[src/rtl/jlsemi_util_clksel_pkg.sv]
// Shared types and elaboration helpers for the clock-select sequencer.
package jlsemi_util_clksel_pkg;

    typedef enum logic [1:0] {
        ST_IDLE     = 2'd0,
        ST_WAIT_OFF = 2'd1,
        ST_WAIT_SW  = 2'd2,
        ST_WAIT_ON  = 2'd3
    } clksel_state_e;

    // Counter width wide enough for the longest of the three waits.
    function automatic int cnt_width(input int off_cyc, input int sw_cyc, input int on_cyc);
        int mx;
        mx = off_cyc;
        if (sw_cyc > mx) mx = sw_cyc;
        if (on_cyc > mx) mx = on_cyc;
        return $clog2(mx) + 1;
    endfunction

    // A zero-cycle wait would make a phase vanish and defeat the gating order.
    function automatic bit wait_cyc_legal(input int off_cyc, input int sw_cyc, input int on_cyc);
        return (off_cyc >= 1) && (sw_cyc >= 1) && (on_cyc >= 1);
    endfunction

endpackage

[src/rtl/jlsemi_util_wait_cnt.sv]
// Loadable down-counter; expired_o is high while the count sits at zero.
module jlsemi_util_wait_cnt #(
    parameter int W = 4
) (
    input  logic         clk_i,
    input  logic         rst_n_i,
    input  logic         load_i,
    input  logic [W-1:0] load_val_i,
    output logic         expired_o
);

    logic [W-1:0] cnt_q;
    logic [W-1:0] cnt_d;

    // Load takes priority; otherwise count down and park at zero.
    always_comb begin
        cnt_d = cnt_q;
        if (load_i) begin
            cnt_d = load_val_i;
        end else if (cnt_q != '0) begin
            cnt_d = cnt_q - W'(1);
        end
    end

    // Count register with synchronous active-low reset.
    always_ff @(posedge clk_i) begin
        if (!rst_n_i) cnt_q <= '0;
        else          cnt_q <= cnt_d;
    end

    assign expired_o = (cnt_q == '0);

endmodule

[src/rtl/jlsemi_util_clksel_ctrl.sv]
// Clock-mux select sequencer: gate off, switch select, gate on, report done.
//
// state       | meaning
// ST_IDLE     | waiting for a request, gate enabled
// ST_WAIT_OFF | gate dropped, letting the consumer settle before the switch
// ST_WAIT_SW  | select changed, letting the mux settle before re-enabling
// ST_WAIT_ON  | gate re-enabled, waiting before reporting completion
module jlsemi_util_clksel_ctrl
    import jlsemi_util_clksel_pkg::*;
#(
    parameter logic RST_SEL      = 1'b0,
    parameter int   OFF_WAIT_CYC = 8,
    parameter int   SW_WAIT_CYC  = 16,
    parameter int   ON_WAIT_CYC  = 8
) (
    input  logic clk_i,
    input  logic rst_n_i,
    input  logic req_vld_i,
    input  logic req_sel_i,
    output logic req_rdy_o,
    input  logic dft_test_clk_en_i,
    output logic clk_sel_o,
    output logic clk_gate_en_o,
    output logic busy_o,
    output logic done_o,
    output logic abort_o
);

    localparam int CW = cnt_width(OFF_WAIT_CYC, SW_WAIT_CYC, ON_WAIT_CYC);
    localparam logic [CW-1:0] OFF_LD = CW'(OFF_WAIT_CYC - 1);
    localparam logic [CW-1:0] SW_LD  = CW'(SW_WAIT_CYC - 1);
    localparam logic [CW-1:0] ON_LD  = CW'(ON_WAIT_CYC - 1);

    if (!wait_cyc_legal(OFF_WAIT_CYC, SW_WAIT_CYC, ON_WAIT_CYC)) begin : g_bad_wait
        $error("jlsemi_util_clksel_ctrl: every *_WAIT_CYC must be at least 1");
    end

    clksel_state_e  state_q, state_d;
    logic           sel_q, sel_d;
    logic           tgt_q, tgt_d;
    logic           gate_q, gate_d;
    logic           busy_q, busy_d;
    logic           done_q, done_d;
    logic           abort_q, abort_d;
    logic           cnt_load;
    logic [CW-1:0]  cnt_load_val;
    logic           cnt_expired;

    jlsemi_util_wait_cnt #(.W(CW)) u_wait_cnt (
        .clk_i      (clk_i),
        .rst_n_i    (rst_n_i),
        .load_i     (cnt_load),
        .load_val_i (cnt_load_val),
        .expired_o  (cnt_expired)
    );

    assign req_rdy_o = (state_q == ST_IDLE) & ~dft_test_clk_en_i;

    // Next-state and next-output decode; DFT override beats any phase expiry.
    always_comb begin
        state_d      = state_q;
        sel_d        = sel_q;
        tgt_d        = tgt_q;
        gate_d       = gate_q;
        done_d       = 1'b0;
        abort_d      = 1'b0;
        cnt_load     = 1'b0;
        cnt_load_val = '0;
        if ((state_q != ST_IDLE) && dft_test_clk_en_i) begin
            state_d = ST_IDLE;
            gate_d  = 1'b1;
            abort_d = 1'b1;
        end else begin
            case (state_q)
                ST_IDLE: begin
                    if (req_vld_i && req_rdy_o) begin
                        if (req_sel_i == sel_q) begin
                            done_d = 1'b1;
                        end else begin
                            tgt_d        = req_sel_i;
                            gate_d       = 1'b0;
                            cnt_load     = 1'b1;
                            cnt_load_val = OFF_LD;
                            state_d      = ST_WAIT_OFF;
                        end
                    end
                end
                ST_WAIT_OFF: begin
                    if (cnt_expired) begin
                        sel_d        = tgt_q;
                        cnt_load     = 1'b1;
                        cnt_load_val = SW_LD;
                        state_d      = ST_WAIT_SW;
                    end
                end
                ST_WAIT_SW: begin
                    if (cnt_expired) begin
                        gate_d       = 1'b1;
                        cnt_load     = 1'b1;
                        cnt_load_val = ON_LD;
                        state_d      = ST_WAIT_ON;
                    end
                end
                ST_WAIT_ON: begin
                    if (cnt_expired) begin
                        done_d  = 1'b1;
                        state_d = ST_IDLE;
                    end
                end
                default: state_d = ST_IDLE;
            endcase
        end
        busy_d = (state_d != ST_IDLE);
    end

    // State and flopped outputs with synchronous active-low reset.
    always_ff @(posedge clk_i) begin
        if (!rst_n_i) begin
            state_q <= ST_IDLE;
            sel_q   <= RST_SEL;
            tgt_q   <= RST_SEL;
            gate_q  <= 1'b1;
            busy_q  <= 1'b0;
            done_q  <= 1'b0;
            abort_q <= 1'b0;
        end else begin
            state_q <= state_d;
            sel_q   <= sel_d;
            tgt_q   <= tgt_d;
            gate_q  <= gate_d;
            busy_q  <= busy_d;
            done_q  <= done_d;
            abort_q <= abort_d;
        end
    end

    assign clk_sel_o     = sel_q;
    assign clk_gate_en_o = gate_q;
    assign busy_o        = busy_q;
    assign done_o        = done_q;
    assign abort_o       = abort_q;

endmodule

[config.mk]
export PLATFORM = sky130hd
export DESIGN_NAME = jlsemi_util_clksel_ctrl
export DESIGN_NICKNAME = d
export VERILOG_FILES = /design/src/rtl/jlsemi_util_clksel_pkg.sv /design/src/rtl/jlsemi_util_wait_cnt.sv /design/src/rtl/jlsemi_util_clksel_ctrl.sv
export SDC_FILE = /design/constraint.sdc
export NUM_CORES = 1
export LEC_CHECK = 0
export ABC_AREA = 1
export BUFFER_PORTS_ARGS = -buffer_cell sky130_fd_sc_hd__buf_2
export CAP_MARGIN = 20
export CORE_MARGIN = 2
export CORE_UTILIZATION = 54
export DETAILED_ROUTE_END_ITERATION = 10
export MAX_ROUTING_LAYER = met4
export PLACE_DENSITY_LB_ADDON = 0.2
export SLEW_MARGIN = 20
export SYNTH_ARGS = -nofsm -noshare
export SYNTH_HDL_FRONTEND = slang
export SYNTH_SLANG_ARGS = --single-unit
[constraint.sdc]
create_clock -name clk_i -period 1.65 [get_ports clk_i]
set_input_delay 0.165 -clock clk_i [delete_from_list [all_inputs] [get_ports clk_i]]
set_output_delay 0.165 -clock clk_i [all_outputs]
set_load 0.005 [all_outputs]
Yosys cells after proc, flatten, opt, wreduce, memory -nomap -nowiden
Cells that the tools add are included.
{"block": "classes", "add_sub_neg": 1, "n_eq_ne": 7, "muxes": 28, "bitwise": 5, "reduce_logical": 14}
{"operator": "2-to-1 mux 2 bit", "count": 6}
{"operator": "case mux 4 bit (3 select lines)", "count": 1}
{"operator": "2-to-1 mux 1 bit", "count": 10}
{"operator": "2-to-1 mux 5 bit", "count": 2}
{"operator": "2-to-1 mux 3 bit", "count": 3}
{"operator": "2-to-1 mux 4 bit", "count": 2}
{"operator": "case mux 2 bit (4 select lines)", "count": 1}
{"operator": "AND reduction 4 bit", "count": 2}
{"operator": "nonzero test 2 bit", "count": 4}
{"operator": "case mux 1 bit (2 select lines)", "count": 3}
{"operator": "logical NOT 5 bit", "count": 1}
{"operator": "nonzero test 5 bit", "count": 1}
{"operator": "subtractor 5 x 1 -> 5 bit, second input constant", "count": 1}
{"operator": "== test 2 bit, second input constant", "count": 2}
{"operator": "inequality test 2 bit, second input constant", "count": 2}
{"operator": "inverter 1 bit", "count": 4}
{"operator": "OR reduction 2 bit", "count": 2}
{"operator": "AND reduction 3 bit", "count": 1}
{"operator": "== test 2 x 1 -> 1 bit, second input constant", "count": 1}
{"operator": "logical AND 1 bit", "count": 2}
{"operator": "logical NOT 2 bit", "count": 1}
{"operator": "inequality test 2 x 1 -> 1 bit, second input constant", "count": 1}
{"operator": "AND 1 bit", "count": 1}
{"operator": "== test 1 bit", "count": 1}
{"block": "totals", "reg_bits": 13, "input_bits": 5}

Logic depth before layout (Yosys ltp)
Gate-level depths: netlist of run 1.
{"block": "logic_depth", "word_depth": 7, "mapped_depth": 11, "ltp_nobuf": 11}

By module
Synthesis of run 1 repeated with hierarchy kept, for this count alone.
{"block": "unflattened", "hier_cells": 118, "hier_area_um2": 818.3}
{"mod": "jlsemi_util_clksel_ctrl", "instances": 1, "cells_per_inst": 76, "area_each_um2": 525.5, "seq_area_each_um2": 160.2}
{"mod": "jlsemi_util_wait_cnt", "instances": 1, "cells_per_inst": 42, "area_each_um2": 292.8, "seq_area_each_um2": 100.1}

Worst setup path before layout of run 1
Ideal clock, no wire load.
{"block": "synth_timing", "path_kind": "register to register", "startpoint": "reg state_q[0]", "endpoint": "reg u_wait_cnt.cnt_q[1]", "setup_ps": 116, "t_arrival_ps": 1261, "required_ps": 1534, "path_slack_ps": 273, "path_stages_with_launch": 9, "n_path_buf": 0, "path_cell_list": "dfxtp_1 -> inv_1 -> ha_1 -> nor2_1 -> nor2_2 -> nand3_2 -> nand2_1 -> nor2_1 -> nor2_1"}
{"block": "synth_between", "elab_chain_len": 7, "elab_cells_between_ends": 16}
{"item": "start: declaration", "line": "jlsemi_util_clksel_ctrl.sv:38", "text": "clksel_state_e state_q, state_d;"}
{"item": "start signal: assignment", "line": "jlsemi_util_clksel_ctrl.sv:127", "text": "state_q <= state_d;"}
{"item": "logical NOT 2 bit", "line": "jlsemi_util_clksel_ctrl.sv:57, jlsemi_util_clksel_ctrl.sv:74"}
{"item": "AND 1 bit", "line": "jlsemi_util_clksel_ctrl.sv:57", "text": "assign req_rdy_o = (state_q == ST_IDLE) & ~dft_test_clk_en_i;"}
{"item": "logical AND 1 bit", "line": "jlsemi_util_clksel_ctrl.sv:76", "text": "if (req_vld_i && req_rdy_o) begin"}
{"item": "2-to-1 mux 3 bit or 2-to-1 mux 1 bit (tied branches)", "line": "jlsemi_util_clksel_ctrl.sv:76"}
{"item": "case mux 4 bit (3 select lines) or case mux 1 bit (2 select lines) (tied branches)", "line": "jlsemi_util_clksel_ctrl.sv:74", "text": "case (state_q)"}
{"item": "2-to-1 mux 4 bit or 2-to-1 mux 1 bit (tied branches)", "line": "jlsemi_util_clksel_ctrl.sv:69", "text": "if ((state_q != ST_IDLE) && dft_test_clk_en_i) begin"}
{"item": "2-to-1 mux 5 bit or nonzero test 2 bit (tied branches)"}
{"item": "end signal: assignment", "line": "jlsemi_util_wait_cnt.sv:28", "text": "else cnt_q <= cnt_d;"}
{"item": "end: declaration", "line": "jlsemi_util_wait_cnt.sv:12", "text": "logic [W-1:0] cnt_q;"}
Several ways; a longest one is shown, not always the timed one.
A chain may end at the register's enable or synchronous reset.

Worst setup path after layout of run 1
{"block": "layout_timing", "startpoint": "reg state_q[1]", "endpoint": "reg u_wait_cnt.cnt_q[1]"}
Same word-level chain as after synthesis.

==> results of run 1 <==
[routing by layer]
layer / global-route usage / wire, um / up-vias
met2: 0.2848 / 626 / 24
met3: 0.06383 / 109 / 6
met1: 0.2395 / 710 / 302
li1: - / - / 381
met5: - / 0 / -
met4: 0.09091 / 30 / 0
[critical path, stage by stage, from the launching register on]
cell	delay (ns)
dfxtp_1	0.41
inv_2	0.08
ha_2	0.33
nand3_1	0.11
nand2_4	0.11
nand2_4	0.07
nand2_1	0.06
nand2_1	0.05
nor2_1	0.10
nor2_1	0.04
[sequential cells by signal, summed over array words and instances, names as in the netlist]
signal            count
u_wait_cnt.cnt_q      5
state_q               2
abort_o               1
busy_o                1
clk_gate_en_o         1
clk_sel_o             1
done_o                1
tgt_q                 1
[power groups by stage]
| stage | registers (uW) | logic [uW] | clock network [uW] |
|---|---|---|---|
| 2_1_floorplan | 480 | 795 | 0 |
| 3_3_place_gp | 482 | 968 | 0 |
| 3_5_place_dp | 489 | 968 | 0 |
| 4_1_cts | 482 | 974 | 206 |
| 5_1_grt | 497 | 1140 | 224 |
| 6_report | 484 | 983 | 200 |
[Yosys cell counts, types with 2 or more instances]
| cell type | instances |
|---|---|
| nand2_4 | 3 |
| o21ai_1 | 2 |
| o21ai_0 | 6 |
| nand3_1 | 10 |
| inv_1 | 21 |
| nor2_4 | 2 |
| nor2_1 | 12 |
| nor3_1 | 3 |
| a21oi_1 | 4 |
| ha_1 | 8 |
| nor2_2 | 2 |
| nand2_2 | 5 |
| dfxtp_1 | 13 |
| nand2_1 | 14 |
[through the flow]
stage                     utilization  hold slack (ns)  worst slack (ns)  instances
after floorplan                     -           0.2989            0.2727        112
after global placement         0.6054           0.4505            0.1572        138
after detailed placement       0.6054           0.4518            0.1156        138
after CTS                      0.6233           0.1580           0.09676        142
after global routing           0.6250           0.1633           0.03020        142
final                          0.6250           0.1640            0.1719        142
[how the worst max path moves through the flow]
stage	to	slack [ns]
6_report	u_wait_cnt.cnt_q[1]	0.17
5_1_grt	u_wait_cnt.cnt_q[1]	0.03
4_1_cts	u_wait_cnt.cnt_q[1]	0.1
3_5_place_dp	u_wait_cnt.cnt_q[1]	0.12
3_3_place_gp	u_wait_cnt.cnt_q[1]	0.16
2_1_floorplan	u_wait_cnt.cnt_q[1]	0.27
[final cells by class]
type / instances / area [um^2] / share of cell area
multi-input combinational: 77 / 478.0 / 0.5197
sequential: 13 / 260.3 / 0.2830
inverter: 22 / 85.08 / 0.09252
timing repair buffer: 10 / 50.05 / 0.05442
clock buffer: 4 / 26.28 / 0.02857
tap: 16 / 20.02 / 0.02177
[cell families after synthesis]
family / count (synthesis) / share of synthesized area
buffers and inverters: 22 / 0.1037
xor gates and xnor gates: 1 / 0.01067
AOI/OAI and AO/OA: 14 / 0.09452
adders and majority gates: 8 / 0.1220
DFF: 13 / 0.3171
and+or+nand+nor: 54 / 0.3521
[what timing repair did]
action                                  CTS  global route
endpoints found under the setup margin    0             4
buffers inserted                          0             0
resized for setup                         0             3
hold buffers                              0             0
==> key figures, run 1 <==
Run status
  – Outcome: finished clean

Yosys
  – Number of synthesized flops with an enable pin: 0
  – Mapped Avg Cell Area: 7.328 um^2
  – Mapped Area: 820.8 um^2
  – Synthesis-stage register bit count: 13
  – Area contributors post-synth: dfxtp_1 32%, ha_1 12%, inv_1 9.6%
  – Yosys Warn Count: 0
  – Ys async rst share: 0
  – Syn Nets: 125
  – Synth top area share: 0.3171
  – Synth cell types: 21
  – Main synth FF type: dfxtp_1
  – Sequential fraction of the synthesis area: 0.3171
  – Cells after synthesis: 112
  – Cell taking the most area after synthesis: dfxtp_1

Clocking
  – Clock root buffer master: clkbuf_4
  – Later-pin clock latency in the skew report: 0.28 ns
  – Inserted Clock Buffers: 3
  – CTS tree: built
  – Clock Path Buffers: 2
  – Clk sinks: 13
  – H-tree levels: 1
  – Reg clk slew, reported paths: 0.08 ns

Power
  – Sequential Power Share: 0.291
  – Clk pwr share: 0.120
  – Cell-internal power: 873.2 uW
  – PwrDens: 1813 nW/um^2
  – P_sw: 793.7 uW
  – Combinational fraction of design power: 0.590
  – Max IR drop VDD: 0.7980 mV
  – Pleak: 0.0004894 uW
  – Switching share of power: 0.4762
  – Pwr Total: 1667 uW

Place
  – Placed Area: 890.9 um^2
  – GP Congestion: 0.8494
  – DP HPWL: 1.156 mm
  – # port buffers: 10

Global route
  – Vias in the first global route: 612
  – First-pass GRT wire length: 2.525 mm
  – All-Layer GR Usage: 0.1937
  – Largest net degree at the start of global routing: 8
  – Gr ovfl total: 0
  – Initial antenna violation count: 0

Cells and area
  – Area grow syn2layout: 12.04%
  – Share of cells above drive strength 1: 0.2540
  – ANT cells: 0
  – Commonest non-fill, non-tap cell in the layout: inv_1
  – Fillers: 142
  – Most frequent cells in the layout: 19 x inv_1, 14 x nand2_1, 13 x dfxtp_1
  – Final instance area: 919.6 um^2
  – # nets final: 140

Floorplan
  – Die width: 42.99 um
  – FP Rows: 14
  – Chip Height: 42.99 um
  – Initial core utilization: 0.5578
  – Die area: 1848 um^2
  – Core Region: 1471 um^2
  – Io pins: 11

Detailed routing
  – DR vias/cell: 5.021
  – DRC violations left: 0
  – Routed via count: 713
  – Initial drt markers: 20
  – Total Routed Length: 1.477 mm
  – Routed Antenna Nets: 0
  – Drt first pass iters: 5
  – Wire per inst: 10.40 um

STA
  – Max-slew headroom: 0.8072
  – Hold Vio Cnt, Final: 0
  – RSZ-0062 raised after global routing: no
  – Fmax: 676.5 MHz
  – Slew @ Worst Pin: 0.2881 ns
  – Final Critical Period: 1.478 ns
  – Clk_skew: 0.004266 ns
  – Final-report setup violation count: 0
  – Final period utilization: 0.8958
  – Slew Limit Fails: 0
  – Final TNS setup: 0 ns

Setup path
  – Critical R2R Capture: u_wait_cnt.cnt_q[1]
  – Worst Path Max Fanout: 7
  – Critical Path RT: 1.82 ns
  – Worst r2r path cells: 9
  – Reg-to-Reg Start: state_q[1]
  – R2r setup slk: 0.17 ns
  – Crit. End Element: flop
  – Worst setup startpoint: state_q[1]
  – Critical path type: reg -> reg
  – Crit path DAT: 1.65 ns
  – Worst Setup Start Kind: flop

Hold path
  – Hold EP: tgt_q
  – Hold path start: rst_n_i
  – Hold Crit Depth: 3
  – Worst Hold Class: in -> reg

Job
  – Max_cap viols: 0
No activity file was read; power rests on OpenSTA's default activity.
==> inputs of run 2 (changes only) <==
- ABC_AREA: 1 -> unset
==> key figures, run 2 <==
STA
  – Slew Limit Fails: 0
  – Final worst slack: -0.01634 ns
  – Fmax: 600.1 MHz
  – Hold Vio Cnt, Final: 0
  – RSZ-0062 raised after global routing: yes
  – Final-report setup violation count: 2
  – Clk_skew: 0.01452 ns
  – Final period utilization: 1.010
  – Slew @ Worst Pin: 0.4289 ns
  – Final Critical Period: 1.666 ns
  – Final TNS setup: -0.02077 ns
  – Max-slew headroom: 0.7120

Global route
  – Initial antenna violation count: 0
  – All-Layer GR Usage: 0.2552
  – Largest net degree at the start of global routing: 10
  – Gr ovfl total: 0
  – Vias in the first global route: 729
  – First-pass GRT wire length: 3.332 mm

Detailed routing
  – Drt first pass iters: 4
  – Initial drt markers: 47
  – Wire per inst: 16.63 um
  – Total Routed Length: 2.312 mm
  – Routed Antenna Nets: 0
  – Routed via count: 851
  – DRC violations left: 0
  – DR vias/cell: 6.122

Clocking
  – Clk sinks: 13
  – H-tree levels: 1
  – Reg clk slew, reported paths: 0.09 ns
  – Clock root buffer master: clkbuf_4
  – Clock Path Buffers: 2
  – Inserted Clock Buffers: 3
  – Later-pin clock latency in the skew report: 0.30 ns
  – Hold-fix buffers, CTS: 0
  – CTS tree: built

Place
  – Dpl ws: -0.06596 ns
  – DP HPWL: 1.389 mm
  – Placed insts: 128
  – # port buffers: 10
  – GP Congestion: 0.8109

Power
  – Pleak: 0.0004989 uW
  – Pwr Total: 1482 uW
  – Sequential Power Share: 0.302
  – Cell-internal power: 919.8 uW
  – Combinational fraction of design power: 0.556
  – Max IR drop VDD: 0.8103 mV
  – Clk pwr share: 0.142
  – P_sw: 562.6 uW
  – Switching share of power: 0.3795
  – PwrDens: 1311 nW/um^2

Yosys
  – Mux contribution to synthesized area: 0.01264
  – Largest family of logic cells by synthesized area: compound AO/OA/AOI/OAI gates
  – Post-Synth Simple-Gate Area: 0.2385
  – Post-Synth Adder-Cell Area: 0.1264
  – Synth cell count leaders: 13 x dfxtp_1, 8 x ha_1, 7 x nand2_1, 7 x o21ai_0
  – Cell taking the most area after synthesis: dfxtp_1
  – Mapped Avg Cell Area: 9.000 um^2
  – Synth Area in XOR/XNOR: 0.03318
  – Mapped Area: 792.0 um^2
  – Number of synthesized flops with an enable pin: 0
  – Area contributors post-synth: dfxtp_1 33%, ha_1 13%, o21ai_0 4.4%
  – Synth top area share: 0.3286
  – Synth cell types: 35
  – Sequential fraction of the synthesis area: 0.3286
  – Cells after synthesis: 88
  – Synth Area in Compound Gates: 0.2417
  – Synthesis-stage register bit count: 13
  – Syn Nets: 101
  – Ys async rst share: 0
  – Cell with the most instances after synthesis: dfxtp_1
  – Main synth FF type: dfxtp_1
  – Yosys Warn Count: 0

Setup path
  – Slowest-stage cell, CP: or4b_4
  – Worst Path Max Fanout: 4
  – Crit path DAT: 1.89 ns
  – Crit path cell chain: inv_2 -> ha_4 -> nor4b_4 -> buf_4 -> nand3_2 -> or4b_4 -> a21boi_2
  – CP delay by family, top: simple AND/OR/NAND/NOR gates
  – Crit. End Element: flop
  – Worst setup startpoint: u_wait_cnt.cnt_q[1]
  – Reg-to-Reg Start: u_wait_cnt.cnt_q[1]
  – Worst Setup Start Kind: flop
  – Critical path type: reg -> reg
  – Critical Path RT: 1.88 ns
  – Worst Path Buf+Inv: 2
  – CP max stage delay: 0.49 ns

Floorplan
  – Chip Height: 42.30 um
  – Core Region: 1334 um^2
  – Die width: 42.30 um
  – Initial core utilization: 0.5938
  – Die area: 1789 um^2
  – FP Rows: 13
  – Io pins: 11

Cells and area
  – Share of cells above drive strength 1: 0.4919
  – Commonest non-fill, non-tap cell in the layout: buf_4
  – Most frequent cells in the layout: 20 x buf_4, 10 x buf_2, 9 x dfxtp_1
  – Max reg flops: 5
  – # nets final: 138
  – Layout Cells excl Fill: 139
  – ANT cells: 0
  – Area grow syn2layout: 42.81%
  – Registers with the most flip-flops: u_wait_cnt.cnt_q x5, state_q x2
  – Register Area: 265.3 um^2
  – Fillers: 75
  – Most flops, register: u_wait_cnt.cnt_q
  – Footprint of the multi-input gates: 581.8 um^2

Hold path
  – Hold path start: rst_n_i
  – Worst Hold Class: in -> reg

Job
  – Max_cap viols: 0

Run status
  – Failing checks: setup timing
  – Outcome: complete, but fails checks
## run 2: changes by cell type after synthesis, sizes merged, moves of 3 or more
cell,previous run,this run
nand3,11,1
a21boi,0,3
nor2,16,5
nand2,22,7
inv,22,4
xnor2,0,3
nor2b,0,4
## run 2: what timing repair did
item	CTS	global route
resized for setup	8	14
setup endpoints to repair	5	9
pin swaps	3	5
setup buffers	2	5
## run 2: worst paths after layout
check	cells after the start	slack, ns	endpoint
hold / removal	2	0.15	u_wait_cnt.cnt_q[1]
setup / recovery	7	-0.02	u_wait_cnt.cnt_q[3]
hold reg to reg	2	0.53	u_wait_cnt.cnt_q[4]
setup reg to reg	7	-0.02	u_wait_cnt.cnt_q[3]
## run 2: routing by layer
layer / part of all wire / global-route usage
met3: 0.067 / 0.05172
met2: 0.47 / 0.4092
met1: 0.44 / 0.3237
met5: 0 / -
met4: 0.015 / 0.07500
## run 2: cell type report
type | count | area share
Sequential cell | 13 | 0.2345
Multi-Input combinational cell | 71 | 0.5144
Timing Repair Buffer | 32 | 0.1969
Clock buffer | 3 | 0.01991
Tap cell | 15 | 0.01659
Inverter | 4 | 0.01327
Clock inverter | 1 | 0.004425
## run 2: kinds of logic (layout without fill, tap and decap cells)
kind of cell | Yosys count | count (layout)
simple gates | 30 | 30
mux | 1 | 1
compound gates | 29 | 29
fa+ha+maj | 8 | 8
buf+inv | 4 | 40
xor+xnor | 3 | 3
flops | 13 | 13
## run 2: through the flow
stage          area [um^2]  hold slack, ns  utilization
6_report              1131          0.1547       0.8480
3_3_place_gp         992.2          0.4680       0.7439
3_5_place_dp         992.2          0.4723       0.7439
2_1_floorplan        810.8          0.2825            -
4_1_cts               1051          0.1511       0.7880
5_1_grt               1131          0.1677       0.8480
## run 2: power by group through the flow
stage | combinational [uW] | clock (uW) | sequential (uW)
finish | 825 | 210 | 448
global route | 885 | 221 | 451
CTS | 676 | 209 | 443
detailed placement | 653 | 0 | 448
global placement | 634 | 0 | 447
floorplan | 419 | 0 | 442
